===== src/rtl/ttl_74194_shift_seq_pkg.sv =====
// Shared mode codes, FSM states and sizing helper for the 74194 shift-register sequencer.
package ttl_shift_seq_pkg;

  localparam logic [1:0] S_HOLD = 2'b00;
  localparam logic [1:0] S_SHR  = 2'b01;
  localparam logic [1:0] S_SHL  = 2'b10;
  localparam logic [1:0] S_LOAD = 2'b11;

  typedef enum logic {
    ST_IDLE,
    ST_SHIFT
  } state_t;

  function automatic int cnt_width(input int pixels);
    return (pixels > 1) ? $clog2(pixels) : 1;
  endfunction

endpackage


===== src/rtl/ttl_74194_shift_seq_if.sv =====
// Pixel-row word handshake between the word producer and the shift sequencer.
interface ttl_74194_shift_seq_if #(
  parameter int LANES = 4
);
  logic                 in_valid;
  logic                 in_ready;
  logic [4*LANES-1:0]   in_data;
  logic                 in_flip;

  modport master (output in_valid, output in_data, output in_flip, input in_ready);
  modport slave  (input in_valid, input in_data, input in_flip, output in_ready);
endinterface


===== src/rtl/ttl_74194_shift_seq_pend.sv =====
// One-entry pending word register; ready only when empty so a pop and a push never share a cycle.
module ttl_shift_seq_pend #(
  parameter int W = 16
) (
  input  logic         clk,
  input  logic         rst,
  input  logic         in_valid,
  input  logic [W-1:0] in_data,
  input  logic         in_flip,
  input  logic         pop,
  output logic         in_ready,
  output logic         pend_valid,
  output logic [W-1:0] pend_data,
  output logic         pend_flip
);

  logic push;

  assign in_ready = !pend_valid && !rst;
  assign push     = in_valid && in_ready;

  always_ff @(posedge clk) begin
    if (rst) begin
      pend_valid <= 1'b0;
      pend_data  <= '0;
      pend_flip  <= 1'b0;
    end else begin
      if (push) begin
        pend_valid <= 1'b1;
        pend_data  <= in_data;
        pend_flip  <= in_flip;
      end else if (pop) begin
        pend_valid <= 1'b0;
      end
    end
  end

endmodule


===== src/rtl/ttl_74194_shift_seq.sv =====
// Sequencer driving LANES 74194 shifters: one LOAD/shift/HOLD per pce, registered one clk later.
// Optional macro TTL_SHIFT_SEQ_BLANK_EN: an underrun clears the shifters instead of a HOLD pulse.
module ttl_74194_shift_seq
  import ttl_shift_seq_pkg::*;
#(
  parameter int LANES  = 4,
  parameter int PIXELS = 4
) (
  input  logic                 clk,
  input  logic                 rst,
  input  logic                 pce,
  ttl_74194_shift_seq_if.slave bus,
  input  logic                 underrun_clr,
  output logic                 sh_cen,
  output logic                 sh_cr_n,
  output logic [1:0]           sh_s,
  output logic [4*LANES-1:0]   sh_d,
  output logic                 sh_dsl,
  output logic                 sh_dsr,
  output logic                 busy,
  output logic                 underrun
);

  localparam int W  = 4 * LANES;
  localparam int CW = cnt_width(PIXELS);
  localparam logic [CW-1:0] CNT_INIT = CW'(PIXELS - 1);

  state_t        state_q, state_d;
  logic [CW-1:0] cnt_q, cnt_d;
  logic          flip_q, flip_d;
  logic          cen_d, crn_d, under_d;
  logic [1:0]    s_d;
  logic [W-1:0]  d_d;
  logic          do_load;
  logic          pop;
  logic          pend_valid;
  logic [W-1:0]  pend_data;
  logic          pend_flip;

  ttl_shift_seq_pend #(.W(W)) u_pend (
    .clk        (clk),
    .rst        (rst),
    .in_valid   (bus.in_valid),
    .in_data    (bus.in_data),
    .in_flip    (bus.in_flip),
    .pop        (pop),
    .in_ready   (bus.in_ready),
    .pend_valid (pend_valid),
    .pend_data  (pend_data),
    .pend_flip  (pend_flip)
  );

  assign sh_dsl = 1'b0;
  assign sh_dsr = 1'b0;
  assign busy   = (state_q == ST_SHIFT);

  always_comb begin
    state_d = state_q;
    cnt_d   = cnt_q;
    flip_d  = flip_q;
    cen_d   = 1'b0;
    crn_d   = 1'b1;
    s_d     = sh_s;
    d_d     = sh_d;
    under_d = underrun;
    do_load = 1'b0;
    pop     = 1'b0;

    if (underrun_clr) under_d = 1'b0;

    if (pce) begin
      case (state_q)
        ST_IDLE: begin
          if (pend_valid) do_load = 1'b1;
        end
        ST_SHIFT: begin
          if (cnt_q != '0) begin
            cen_d = 1'b1;
            s_d   = flip_q ? S_SHL : S_SHR;
            cnt_d = cnt_q - CW'(1);
          end else if (pend_valid) begin
            do_load = 1'b1;
          end else begin
            // Starved: the set must override a same-cycle underrun_clr.
            under_d = 1'b1;
            state_d = ST_IDLE;
            s_d     = S_HOLD;
`ifdef TTL_SHIFT_SEQ_BLANK_EN
            crn_d   = 1'b0;
`else
            cen_d   = 1'b1;
`endif
          end
        end
        default: state_d = ST_IDLE;
      endcase
    end

    if (do_load) begin
      cen_d   = 1'b1;
      s_d     = S_LOAD;
      d_d     = pend_data;
      flip_d  = pend_flip;
      cnt_d   = CNT_INIT;
      pop     = 1'b1;
      state_d = (PIXELS == 1) ? ST_IDLE : ST_SHIFT;
    end
  end

  always_ff @(posedge clk) begin
    if (rst) begin
      state_q  <= ST_IDLE;
      cnt_q    <= '0;
      flip_q   <= 1'b0;
      sh_cen   <= 1'b0;
      sh_cr_n  <= 1'b0;
      sh_s     <= S_HOLD;
      sh_d     <= '0;
      underrun <= 1'b0;
    end else begin
      state_q  <= state_d;
      cnt_q    <= cnt_d;
      flip_q   <= flip_d;
      sh_cen   <= cen_d;
      sh_cr_n  <= crn_d;
      sh_s     <= s_d;
      sh_d     <= d_d;
      underrun <= under_d;
    end
  end

endmodule


===== src/flat_wrapper.sv =====
// flat-port wrapper written by rule: the top's interface ports become plain ports
module ttl_74194_shift_seq_flat import ttl_shift_seq_pkg::*;
#(
  parameter int LANES  = 4,
  parameter int PIXELS = 4
)
  (clk, rst, pce, underrun_clr, sh_cen, sh_cr_n, sh_s, sh_d, sh_dsl, sh_dsr, busy, underrun, bus_in_valid, bus_in_data, bus_in_flip, bus_in_ready);
  ttl_74194_shift_seq_if #(.LANES(LANES)) bus_i ();
  input  logic clk;
  input  logic rst;
  input  logic pce;
  input  logic underrun_clr;
  output logic sh_cen;
  output logic sh_cr_n;
  output logic [1:0] sh_s;
  output logic [4*LANES-1:0] sh_d;
  output logic sh_dsl;
  output logic sh_dsr;
  output logic busy;
  output logic underrun;
  input wire logic [$bits(bus_i.in_valid)-1:0] bus_in_valid;
  input wire logic [$bits(bus_i.in_data)-1:0] bus_in_data;
  input wire logic [$bits(bus_i.in_flip)-1:0] bus_in_flip;
  output wire logic [$bits(bus_i.in_ready)-1:0] bus_in_ready;
  assign bus_i.in_valid = bus_in_valid;
  assign bus_i.in_data = bus_in_data;
  assign bus_i.in_flip = bus_in_flip;
  assign bus_in_ready = bus_i.in_ready;
  ttl_74194_shift_seq #(.LANES(LANES), .PIXELS(PIXELS)) u_core (.clk(clk), .rst(rst), .pce(pce), .bus(bus_i), .underrun_clr(underrun_clr), .sh_cen(sh_cen), .sh_cr_n(sh_cr_n), .sh_s(sh_s), .sh_d(sh_d), .sh_dsl(sh_dsl), .sh_dsr(sh_dsr), .busy(busy), .underrun(underrun));
endmodule

===== config.mk =====
export PLATFORM = sky130hd
export DESIGN_NAME = ttl_74194_shift_seq_flat
export DESIGN_NICKNAME = d
export VERILOG_FILES = /design/src/rtl/ttl_74194_shift_seq_pkg.sv /design/src/rtl/ttl_74194_shift_seq_if.sv /design/src/rtl/ttl_74194_shift_seq_pend.sv /design/src/rtl/ttl_74194_shift_seq.sv /design/src/flat_wrapper.sv
export SDC_FILE = /design/constraint.sdc
export NUM_CORES = 1
export LEC_CHECK = 0
export ABC_CLOCK_PERIOD_IN_PS = 1800
export BUFFER_PORTS_ARGS = -buffer_cell sky130_fd_sc_hd__buf_4
export CAP_MARGIN = 20
export CORE_ASPECT_RATIO = 0.9
export CORE_MARGIN = 2
export CORE_UTILIZATION = 25
export DETAILED_ROUTE_END_ITERATION = 6
export GPL_ROUTABILITY_DRIVEN = 1
export PLACE_DENSITY_LB_ADDON = 0.3
export SETUP_SLACK_MARGIN = 0.15
export SKIP_LAST_GASP = 1
export SYNTH_ARGS = -nofsm -noshare
export SYNTH_HDL_FRONTEND = slang
export SYNTH_SLANG_ARGS = --single-unit

===== constraint.sdc =====
create_clock -name clk -period 1.8 [get_ports clk]
set_input_delay 0.09 -clock clk [delete_from_list [all_inputs] [get_ports clk]]
set_output_delay 0.09 -clock clk [all_outputs]
set_load 0.01 [all_outputs]

==> impl_results.md <==
* Status: finished clean
* Area added between synthesis and finish at 39.1%
* Routed length on met2 at 1670 µm
* Net switching fraction of the power at 0.230
* Max VDD drop at 366 µV
* Wirelength per Cell at 12.2 µm
* Post-synth design cell area at 1670 µm²
* Synthesis-stage register bit count at 43
* Utilization of the core after routing at 0.356
* Antenna Nets Post-Route at 0
* Part of the total power dissipated in sequential elements at 0.468
* Final min period at 1.49 ns
* Number of top-level pins at 47
* RD Place Congestion at 0.714
* Worst Path Max Fanout at 20
* Detailed-route via count at 1392
* NetSw at 0.000504 W
* Initial standard-cell utilization of the core at 0.256
* Share of the clock period used by the worst path at 0.828
* Category of the critical setup timing path: register to register
* Post-synthesis cell type with the largest combined area: sky130_fd_sc_hd__dfxtp_1
* Total Die Area at 7340 µm²
* Launching element type of the critical path: register
* Critical path endpoint category: register
* Clock latency of the later-clocked register in the worst-skew pair at 0.30 ns
* Relative slew slack at 0.574
* Share of layout cells above drive strength 1 at 0.254
* P per Cell Area at 947 nW/µm²
* Portion of total power attributed to the clock network at 0.410
* Fraction of the yosys area taken by sequential cells at 0.517
* Worst Path Required at 1.99 ns
* Most instantiated library cell after synthesis: sky130_fd_sc_hd__dfxtp_1
* Worst hold path class: input pin to register
* Number of H-tree levels at 2
* Area share of the leading cell type in the synthesized netlist at 0.517
* Fin Setup TNS at 0 ns
* Unrepaired setup endpoints after global routing: false
* Top cells by area, synth: sky130_fd_sc_hd__dfxtp_1, sky130_fd_sc_hd__a31o_1, sky130_fd_sc_hd__nand2b_1
* Count of endpoints failing hold in the final timing report at 0
* Ys Warns at 0
* Filler Cell Count at 692
* DRC violations left at 0
* GRT Residual Overflow at 0
* Die width at 90.1 µm
* CP arrival at 1.69 ns
* DIE HEIGHT at 81.5 µm
* Clock tree root buffer cell: sky130_fd_sc_hd__clkbuf_8
* Most instantiated cells after synthesis: sky130_fd_sc_hd__dfxtp_1, sky130_fd_sc_hd__a31o_1, sky130_fd_sc_hd__nand2_1
* Syn_area_per_cell at 9.36 µm²
* Final setup vio count at 0
* Combinational fraction of design power at 0.121
* Ratio of routed vias to standard cells at 4.32
* Gate count of the mapped netlist at 178
* Post-route clock skew at 0.00821 ns
* Uppermost layer routed: met4
* Buffer count from post-CTS setup fixing at 0
* Port Buffers at 44
* Asr flop ratio synth at 0
* Number of detailed-route iterations in the first pass at 4
* Largest net degree at the start of global routing at 36
* Final wirelength at 3930 µm
* Routed met3 length at 206 µm
* Longest Clk Path Bufs at 2
* Worst Tran Pin Value at 0.639 ns
* Max Slew Vio Count at 0
* Leak Pwr at 0.929 nW
* Synth Flop Type: sky130_fd_sc_hd__dfxtp_1
* Unique masters post-synth at 24
* Inserted Clock Buffers at 5
* Reg clk slew, reported paths at 0.08 ns
* Final HPWL DP at 2530 µm
* Number of antenna cells inserted at 0
* Number of placement rows at 28
* Post-Route M1 WL at 1990 µm
* Global-route usage over all layers at 0.115
* CTS tree: built
* Sink Count at 43
* Number of global-route vias before repair at 1369
* Post-synth EDFFs at 0
* Number of max-capacitance violations reported at 0
* Internal portion of total power at 0.00169 W
* Number of antenna violations at the first check in global routing at 0
* Post-layout nets at 254
* Violation count after the first detailed-route iteration at 58
* Global-route wire length before repair at 6610 µm
* Max Fclk at 671 MHz
* Area of the placeable core at 6520 µm²
==> worst max-delay path, cell delays in order, from the launching register on <==
cell	delay, ns
sky130_fd_sc_hd__dfxtp_1	0.35
sky130_fd_sc_hd__inv_1	0.06
sky130_fd_sc_hd__ha_1	0.27
sky130_fd_sc_hd__nor2b_2	0.15
sky130_fd_sc_hd__buf_4	0.26
sky130_fd_sc_hd__nor3_1	0.10
sky130_fd_sc_hd__a31o_1	0.19
==> power groups by stage <==
stage / logic, W / clock network, W / registers, W
after floorplan: 0.000155 / 0 / 0.00105
after global placement: 0.000239 / 0 / 0.00105
after detailed placement: 0.000242 / 0 / 0.00105
after CTS: 0.000269 / 0.000926 / 0.00103
after global routing: 0.000301 / 0.000966 / 0.00104
final: 0.000266 / 0.000901 / 0.00103
==> placed cells by master, fill, tap and decap left out, drive strengths merged, types with 2 or more instances in the layout <==
cell and count:
nor2 4, inv 3, a21oi 4, a31o 20
dlygate4sd3 15, dfxtp 43, conb 2, o21ai 18
nor3 19, a211oi 2, clkbuf 5, buf 47
bufinv 2, nand2 21, nor2b 2, nand2b 18
==> repair_timing <==
| item | 4_1_cts | 5_1_grt |
|---|---|---|
| gates resized for setup | 1 | 1 |
| pin swaps | 0 | 0 |
| hold endpoints to repair | 15 | 0 |
| endpoints found under the setup margin | 15 | 18 |
| hold buffers | 15 | 0 |
==> through the flow <==
| stage | power (W) | setup WS [ns] | hold slack (ns) | std cells | instance area (µm²) |
|---|---|---|---|---|---|
| floorplan | 0.00121 | 0.335 | 0.205 | 179 | 1670 |
| global placement | 0.00129 | 0.206 | 0.290 | 299 | 2030 |
| detailed placement | 0.00129 | 0.156 | 0.295 | 299 | 2030 |
| CTS | 0.00222 | 0.216 | 0.000816 | 322 | 2320 |
| global route | 0.00230 | 0.199 | 0.00920 | 322 | 2320 |
| finish | 0.00219 | 0.309 | 0.00560 | 322 | 2320 |
==> sequential cells by signal (all words and copies together) (netlist names) <==
| register | cells |
|---|---|
| u_core.u_pend.pend_valid | 1 |
| u_core.flip_q | 1 |
| u_core.u_pend.pend_data | 16 |
| u_core.sh_d | 16 |
| u_core.underrun | 1 |
| u_core.cnt_q | 2 |
| u_core.busy | 1 |
| u_core.u_pend.pend_flip | 1 |
| u_core.sh_s | 2 |
| u_core.sh_cen | 1 |
| u_core.sh_cr_n | 1 |
==> per-layer routing <==
metal / vias to the layer above / global-route usage
li1: 721 / -
met1: 627 / 0.153
met2: 37 / 0.181
met3: 7 / 0.0330
met4: 0 / 0.0369
met5: - / 0
==> cells by family after synthesis <==
group,count (synthesis),share of synthesized area
buffers and inverters,20,0.0706
AND/OR/NAND/NOR,68,0.218
adder cells (fa/ha/maj),1,0.00751
other,1,0.00225
AO/OA/AOI/OAI,45,0.185
flip-flops,43,0.517
==> final cells by class <==
| type | count | area, µm² | area share |
|---|---|---|---|
| tap | 90 | 113 | 0.0486 |
| clock buffer | 5 | 68.8 | 0.0297 |
| multi-input combinational | 116 | 694 | 0.300 |
| timing repair buffer | 62 | 503 | 0.217 |
| inverter | 3 | 11.3 | 0.00486 |
| sequential | 43 | 861 | 0.371 |
| clock inverter | 3 | 67.6 | 0.0291 |
==> path summary, 6_finish.rpt <==
| kind | slack, ns | end | depth (start not counted) | start |
|---|---|---|---|---|
| min reg2reg | 0.46 | u_core.cnt_q[1] | 2 | u_core.cnt_q[1] |
| max | 0.31 | u_core.sh_d[8] | 6 | u_core.cnt_q[0] |
| min | 0.006 | u_core.u_pend.pend_data[8] | 3 | bus_in_data[8] |
| max reg2reg | 0.31 | u_core.sh_d[8] | 6 | u_core.cnt_q[0] |
No activity file was read; power rests on OpenSTA's default activity.
